==> src/rtl/rob_pkg.sv <==
// Shared ROB constants and the per-entry record seen by the retire selector.
package rob_pkg;

    localparam int ROB_DEPTH = 16;
    localparam int ROB_PTR_W = $clog2(ROB_DEPTH);
    localparam int RRF_TAG_W = 7;
    localparam int ARCH_W    = 3;

    typedef struct packed {
        logic                 valid;
        logic                 done;
        logic                 has_dest;
        logic [ARCH_W-1:0]    arch_idx;
        logic [RRF_TAG_W-1:0] rrf_tag;
        logic                 is_branch;
        logic                 mispred;
    } rob_entry_t;

endpackage

==> src/rtl/rob_retire_sel.sv <==
// Combinational in-order retire selection for the two oldest ROB entries.
module rob_retire_sel
    import rob_pkg::*;
(
    input  rob_entry_t            head_ent,
    input  rob_entry_t            next_ent,
    output logic                  write_valid1,
    output logic                  write_valid2,
    output logic [ARCH_W-1:0]     write_index1,
    output logic [ARCH_W-1:0]     write_index2,
    output logic [RRF_TAG_W-1:0]  rrf_read_idx1,
    output logic [RRF_TAG_W-1:0]  rrf_read_idx2,
    output logic [1:0]            retire_cnt,
    output logic                  flush_out
);

    logic r0;
    logic r1;
    logic unused_bits;

    // A mispredicted head retires alone so nothing on the wrong path commits.
    assign r0 = head_ent.valid && head_ent.done;
    assign r1 = r0 && !head_ent.mispred && next_ent.valid && next_ent.done;

    assign write_valid1  = r0 && head_ent.has_dest;
    assign write_valid2  = r1 && next_ent.has_dest;
    assign write_index1  = write_valid1 ? head_ent.arch_idx : '0;
    assign write_index2  = write_valid2 ? next_ent.arch_idx : '0;
    assign rrf_read_idx1 = write_valid1 ? head_ent.rrf_tag  : '0;
    assign rrf_read_idx2 = write_valid2 ? next_ent.rrf_tag  : '0;

    assign retire_cnt = {r1, r0 && !r1};
    assign flush_out  = r0 && head_ent.mispred;

    assign unused_bits = ^{head_ent.is_branch, next_ent.is_branch, next_ent.mispred};

endmodule

==> src/rtl/rob.sv <==
// Reorder buffer: 2-wide in-order dispatch, 3-port completion, 2-wide in-order retire.
module rob #(
    parameter int DEPTH  = rob_pkg::ROB_DEPTH,
    parameter int PTR_W  = rob_pkg::ROB_PTR_W,
    parameter int TAG_W  = rob_pkg::RRF_TAG_W,
    parameter int ARCH_W = rob_pkg::ARCH_W
) (
    input  logic              clk,
    input  logic              reset,
    input  logic              flush_in,
    input  logic              disp_valid1,
    input  logic              disp_valid2,
    input  logic              disp_has_dest1,
    input  logic              disp_has_dest2,
    input  logic [ARCH_W-1:0] disp_arch_idx1,
    input  logic [ARCH_W-1:0] disp_arch_idx2,
    input  logic [TAG_W-1:0]  disp_rrf_tag1,
    input  logic [TAG_W-1:0]  disp_rrf_tag2,
    input  logic              disp_is_branch1,
    input  logic              disp_is_branch2,
    output logic              two_free,
    output logic [PTR_W-1:0]  disp_rob_idx1,
    output logic [PTR_W-1:0]  disp_rob_idx2,
    input  logic              cmpl_en1,
    input  logic              cmpl_en2,
    input  logic              cmpl_en3,
    input  logic [PTR_W-1:0]  cmpl_idx1,
    input  logic [PTR_W-1:0]  cmpl_idx2,
    input  logic [PTR_W-1:0]  cmpl_idx3,
    input  logic              cmpl_mispred1,
    input  logic              cmpl_mispred2,
    input  logic              cmpl_mispred3,
    output logic              rob_write_valid1,
    output logic              rob_write_valid2,
    output logic [ARCH_W-1:0] rob_write_index1,
    output logic [ARCH_W-1:0] rob_write_index2,
    output logic [TAG_W-1:0]  rob_rrf_read_idx1,
    output logic [TAG_W-1:0]  rob_rrf_read_idx2,
    output logic [1:0]        retire_cnt,
    output logic              flush_out
);
    import rob_pkg::*;

    localparam int CNT_W = PTR_W + 1;

    logic [PTR_W-1:0]  head;
    logic [PTR_W-1:0]  tail;
    logic [PTR_W-1:0]  head1;
    logic [PTR_W-1:0]  tail1;
    logic [CNT_W-1:0]  count;

    logic [DEPTH-1:0]  valid;
    logic [DEPTH-1:0]  done;
    logic [DEPTH-1:0]  mispred;
    logic [DEPTH-1:0]  valid_nxt;
    logic [DEPTH-1:0]  done_nxt;
    logic [DEPTH-1:0]  mispred_nxt;

    logic [DEPTH-1:0]  has_dest;
    logic [DEPTH-1:0]  is_branch;
    logic [ARCH_W-1:0] arch_idx [DEPTH];
    logic [TAG_W-1:0]  rrf_tag  [DEPTH];

    logic              do_disp;
    logic              do_disp2;
    logic [1:0]        n_disp;
    logic              clear;
    logic              ret1;
    logic              ret2;
    rob_entry_t        head_ent;
    rob_entry_t        next_ent;

    assign head1 = head + PTR_W'(1);
    assign tail1 = tail + PTR_W'(1);

    // Free space comes from the registered count only; same-cycle retires do not help.
    assign two_free      = (count <= CNT_W'(DEPTH - 2));
    assign disp_rob_idx1 = tail;
    assign disp_rob_idx2 = tail1;

    assign clear    = flush_in || flush_out;
    assign do_disp  = disp_valid1 && two_free && !clear;
    assign do_disp2 = do_disp && disp_valid2;
    assign n_disp   = do_disp2 ? 2'd2 : (do_disp ? 2'd1 : 2'd0);

    assign ret1 = (retire_cnt != 2'd0);
    assign ret2 = retire_cnt[1];

    always_comb begin
        head_ent.valid     = valid[head];
        head_ent.done      = done[head];
        head_ent.has_dest  = has_dest[head];
        head_ent.arch_idx  = arch_idx[head];
        head_ent.rrf_tag   = rrf_tag[head];
        head_ent.is_branch = is_branch[head];
        head_ent.mispred   = mispred[head];
        next_ent.valid     = valid[head1];
        next_ent.done      = done[head1];
        next_ent.has_dest  = has_dest[head1];
        next_ent.arch_idx  = arch_idx[head1];
        next_ent.rrf_tag   = rrf_tag[head1];
        next_ent.is_branch = is_branch[head1];
        next_ent.mispred   = mispred[head1];
    end

    rob_retire_sel u_retire_sel (
        .head_ent      (head_ent),
        .next_ent      (next_ent),
        .write_valid1  (rob_write_valid1),
        .write_valid2  (rob_write_valid2),
        .write_index1  (rob_write_index1),
        .write_index2  (rob_write_index2),
        .rrf_read_idx1 (rob_rrf_read_idx1),
        .rrf_read_idx2 (rob_rrf_read_idx2),
        .retire_cnt    (retire_cnt),
        .flush_out     (flush_out)
    );

    // Entry status: completion, then retire clear, then dispatch; a flush overrides all.
    always_comb begin
        valid_nxt   = valid;
        done_nxt    = done;
        mispred_nxt = mispred;

        if (cmpl_en1 && valid[cmpl_idx1]) begin
            done_nxt[cmpl_idx1]    = 1'b1;
            mispred_nxt[cmpl_idx1] = mispred_nxt[cmpl_idx1] | cmpl_mispred1;
        end
        if (cmpl_en2 && valid[cmpl_idx2]) begin
            done_nxt[cmpl_idx2]    = 1'b1;
            mispred_nxt[cmpl_idx2] = mispred_nxt[cmpl_idx2] | cmpl_mispred2;
        end
        if (cmpl_en3 && valid[cmpl_idx3]) begin
            done_nxt[cmpl_idx3]    = 1'b1;
            mispred_nxt[cmpl_idx3] = mispred_nxt[cmpl_idx3] | cmpl_mispred3;
        end

        if (ret1) begin
            valid_nxt[head]   = 1'b0;
            done_nxt[head]    = 1'b0;
            mispred_nxt[head] = 1'b0;
        end
        if (ret2) begin
            valid_nxt[head1]   = 1'b0;
            done_nxt[head1]    = 1'b0;
            mispred_nxt[head1] = 1'b0;
        end

        if (do_disp) begin
            valid_nxt[tail]   = 1'b1;
            done_nxt[tail]    = 1'b0;
            mispred_nxt[tail] = 1'b0;
        end
        if (do_disp2) begin
            valid_nxt[tail1]   = 1'b1;
            done_nxt[tail1]    = 1'b0;
            mispred_nxt[tail1] = 1'b0;
        end

        if (clear) begin
            valid_nxt   = '0;
            done_nxt    = '0;
            mispred_nxt = '0;
        end
    end

    always_ff @(posedge clk or negedge reset) begin
        if (!reset) begin
            valid   <= '0;
            done    <= '0;
            mispred <= '0;
            head    <= '0;
            tail    <= '0;
            count   <= '0;
        end else begin
            valid   <= valid_nxt;
            done    <= done_nxt;
            mispred <= mispred_nxt;
            if (clear) begin
                head  <= '0;
                tail  <= '0;
                count <= '0;
            end else begin
                head  <= head + PTR_W'(retire_cnt);
                tail  <= tail + PTR_W'(n_disp);
                count <= count + CNT_W'(n_disp) - CNT_W'(retire_cnt);
            end
        end
    end

    // Payload fields are only meaningful while valid is set, so they carry no reset.
    always_ff @(posedge clk) begin
        if (do_disp) begin
            has_dest[tail]  <= disp_has_dest1;
            is_branch[tail] <= disp_is_branch1;
            arch_idx[tail]  <= disp_arch_idx1;
            rrf_tag[tail]   <= disp_rrf_tag1;
        end
        if (do_disp2) begin
            has_dest[tail1]  <= disp_has_dest2;
            is_branch[tail1] <= disp_is_branch2;
            arch_idx[tail1]  <= disp_arch_idx2;
            rrf_tag[tail1]   <= disp_rrf_tag2;
        end
    end

endmodule
==> config.mk <==
export PLATFORM = sky130hd
export DESIGN_NAME = rob
export DESIGN_NICKNAME = d
export VERILOG_FILES = /design/src/rtl/rob_pkg.sv /design/src/rtl/rob_retire_sel.sv /design/src/rtl/rob.sv
export SDC_FILE = /design/constraint.sdc
export NUM_CORES = 1
export LEC_CHECK = 0
export BUFFER_PORTS_ARGS = -buffer_cell sky130_fd_sc_hd__buf_2
export CAP_MARGIN = 20
export CORE_ASPECT_RATIO = 1.2
export CORE_MARGIN = 5
export CORE_UTILIZATION = 43
export DETAILED_ROUTE_END_ITERATION = 7
export PLACE_DENSITY = 0.7
export REMOVE_ABC_BUFFERS = 1
export SKIP_CTS_REPAIR_TIMING = 1
export SYNTH_ARGS = -nofsm -noshare
export SYNTH_HDL_FRONTEND = slang
export SYNTH_HIERARCHICAL = 1
export SYNTH_SLANG_ARGS = --single-unit
==> constraint.sdc <==
create_clock -name clk -period 8.3 [get_ports clk]
set_clock_uncertainty 0.1 [all_clocks]
set_input_delay 0.83 -clock clk [delete_from_list [all_inputs] [get_ports clk]]
set_output_delay 0.83 -clock clk [all_outputs]
set_load 0.005 [all_outputs]
==> metrics.md <==
| Metric | Value |
|---|---|
| Max stage delay on crit path | `1.07 ns` |
| Worst setup margin | `1.93 ns` |
| Clk pwr share | `42.0%` |
| Final Setup Violations | `0` |
| Internal Power | `0.00213 W` |
| Reg2Reg Setup Slack | `2.08 ns` |
| Sequential power share | `46.9%` |
| Clock transition at the registers of the reported paths | `0.06 ns` |
| Chip width | `185 um` |
| Avg Cell Area, Syn | `13.0 um2` |
| Starting density of the core | `43.2%` |
| Slowest-stage cell, CP | `dfrtp_4` |
| Max-slew violations | `0` |
| Vias in the first global route | `11400` |
| Critical path cell sequence | `inv_1 -> ha_2 -> buf_4 -> mux4_2 -> mux4_2 -> nand3_1 -> nor3_1 -> buf_2` |
| Fin nets | `1299` |
| Cts bufs inserted | `27` |
| Worst slack at placement | `2.09 ns` |
| First-pass GRT wire length | `71000 um` |
| Period utilization | `76.7%` |
| Max cap viols | `0` |
| Syn Inst Count | `1217` |
| Overflow after GRT | `0` |
| Crit path capture type | `output port` |
| Clock tree buffer depth | `3` |
| Pin count of the biggest net entering global routing | `62` |
| HPWL after DPL | `31800 um` |
| # clock sinks | `237` |
| Die area | `0.0407 mm2` |
| Routed Antenna Nets | `0` |
| Clk Latency, worst-skew pair | `0.56 ns` |
| Worst r2r path cells | `10` |
| Crit-path most repeated cell | `mux4_2` |
| Gr usage total | `23.3%` |
| Clk root buf | `clkbuf_16` |
| Die span in y | `220 um` |
| Net Switching | `0.000709 W` |
| Placeable Area | `0.0366 mm2` |
| Routability cong. | `0.946` |
| DRC viols | `0` |
| Status | `finished clean` |
| CTS tree | `yes` |
| Layout cells sized above 1 | `32.3%` |
| Critical path data required time | `7.37 ns` |
| Buf/Inv on CP | `3` |
| Initial antenna violation count | `2` |
| CTS H-tree depth | `1` |
| Sw Share | `25.0%` |
| Top delay family on crit path | `simple AND/OR/NAND/NOR gates` |
| PortBufs | `78` |
| Yosys Warn Count | `6` |
| Final wirelength | `47600 um` |
| Unrepaired setup endpoints after global routing | `no` |
| Hold WC Path Type | `in2async` |
| Drt wl/cell | `27.7 um` |
| Num rows | `77` |
| Cell Area, Synth | `0.0158 mm2` |
| WP data arrival | `5.44 ns` |
| Setup CP Type | `reg2out` |
| P_leak | `6.54 nW` |
| Total power draw | `0.00284 W` |
| Least-Margin Pin Slew | `1.03 ns` |
| Via count | `11300` |
| CP Launch Type | `flop` |
| Min Clock Period, post-route | `6.37 ns` |
| Slew HR | `31.1%` |
| Crit path depth | `8` |
| Pre-antenna DRT Iters | `5` |
| Area Overhead vs Synth | `9.59%` |
| Max FO, Critical Path | `56` |
| FMAX | `157 MHz` |
| Worst VDD drop | `0.136 mV` |
| Post-DR vias/cell | `6.59` |
| 1st-iter DRT viols | `1443` |
| Combinational share of power | `11.1%` |
| Pwr per Cell Area | `164 mW/mm2` |
| Io pins | `81` |
| Final hold violations | `0` |
[routing by layer]
metal | GRT usage, % | vias to the layer above | routed length, um
met4 | 10.6 | 2 | 2480
met3 | 3.38 | 140 | 3540
met1 | 29.9 | 5779 | 18100
li1 | - | 4796 | -
met2 | 39.1 | 618 | 23500
met5 | 0 | - | 13
[cell type report]
cell class              count  area [um2]
inverters                  43         161
clock inverters            17         169
repair buffers             88         465
flip-flops and latches    237        6660
multi-input cells         829        8590
fillers                  3245       19300
diodes                      1        2.50
clock buffers              32         694
well taps                 474         593
[power by group through the flow]
stage	registers (W)	logic, W	clock network (W)
detailed placement	0.00136	0.000309	0
CTS	0.00133	0.000312	0.00121
global route	0.00134	0.000340	0.00126
global placement	0.00135	0.000302	0
floorplan	0.00135	0.000199	0
finish	0.00133	0.000315	0.00119
[flip-flops by register name (all words and copies together) (netlist names)]
| signal | flops |
|---|---|
| rrf_tag | 112 |
| arch_idx | 48 |
| done | 16 |
| has_dest | 16 |
| mispred | 16 |
| valid | 16 |
| count | 5 |
| disp_rob_idx1 | 4 |
| head | 4 |
[per-stage QoR]
step	hold slack [ns]	std cells	utilization, %	TNS, ns	area, um2
global route	0.406	1720	47.3	0	17300
finish	0.366	1721	47.4	0	17300
CTS	0.392	1720	47.3	0	17300
detailed placement	0.445	1671	45.0	0	16500
global placement	0.428	1671	45.0	0	16500
floorplan	0.400	1109	-	-0.206	15400
[path summary, 6_finish.rpt]
kind / start / end
max reg2reg: head[0]$_DFF_PN0_ / rrf_tag[7][6]$_DFFE_PP_
max: head[0]$_DFF_PN0_ / rob_write_index2[2]
max in group asynchronous: reset / head[0]$_DFF_PN0_
min: reset / mispred[0]$_DFF_PN0_
min in group clk: has_dest[7]$_DFF_P_ / has_dest[7]$_DFF_P_
min reg2reg: has_dest[7]$_DFF_P_ / has_dest[7]$_DFF_P_
[placed cells by master, fill, tap and decap left out, types with 10 or more instances in the layout]
cell	n
o21ai_0	10
buf_2	78
nor2_1	51
a21o_1	18
nand2_1	88
ha_1	21
clkbuf_16	27
and2_1	14
and2_2	11
dfxtp_1	16
a21oi_1	46
edfxtp_1	160
inv_1	41
buf_4	10
nor2b_1	19
mux2_1	65
clkinv_1	11
mux4_2	144
nand3_1	36
dfrtp_1	59
mux2_2	100
mux2i_1	31
a221oi_1	16
and3_1	19
No activity file was read; power rests on OpenSTA's default activity.
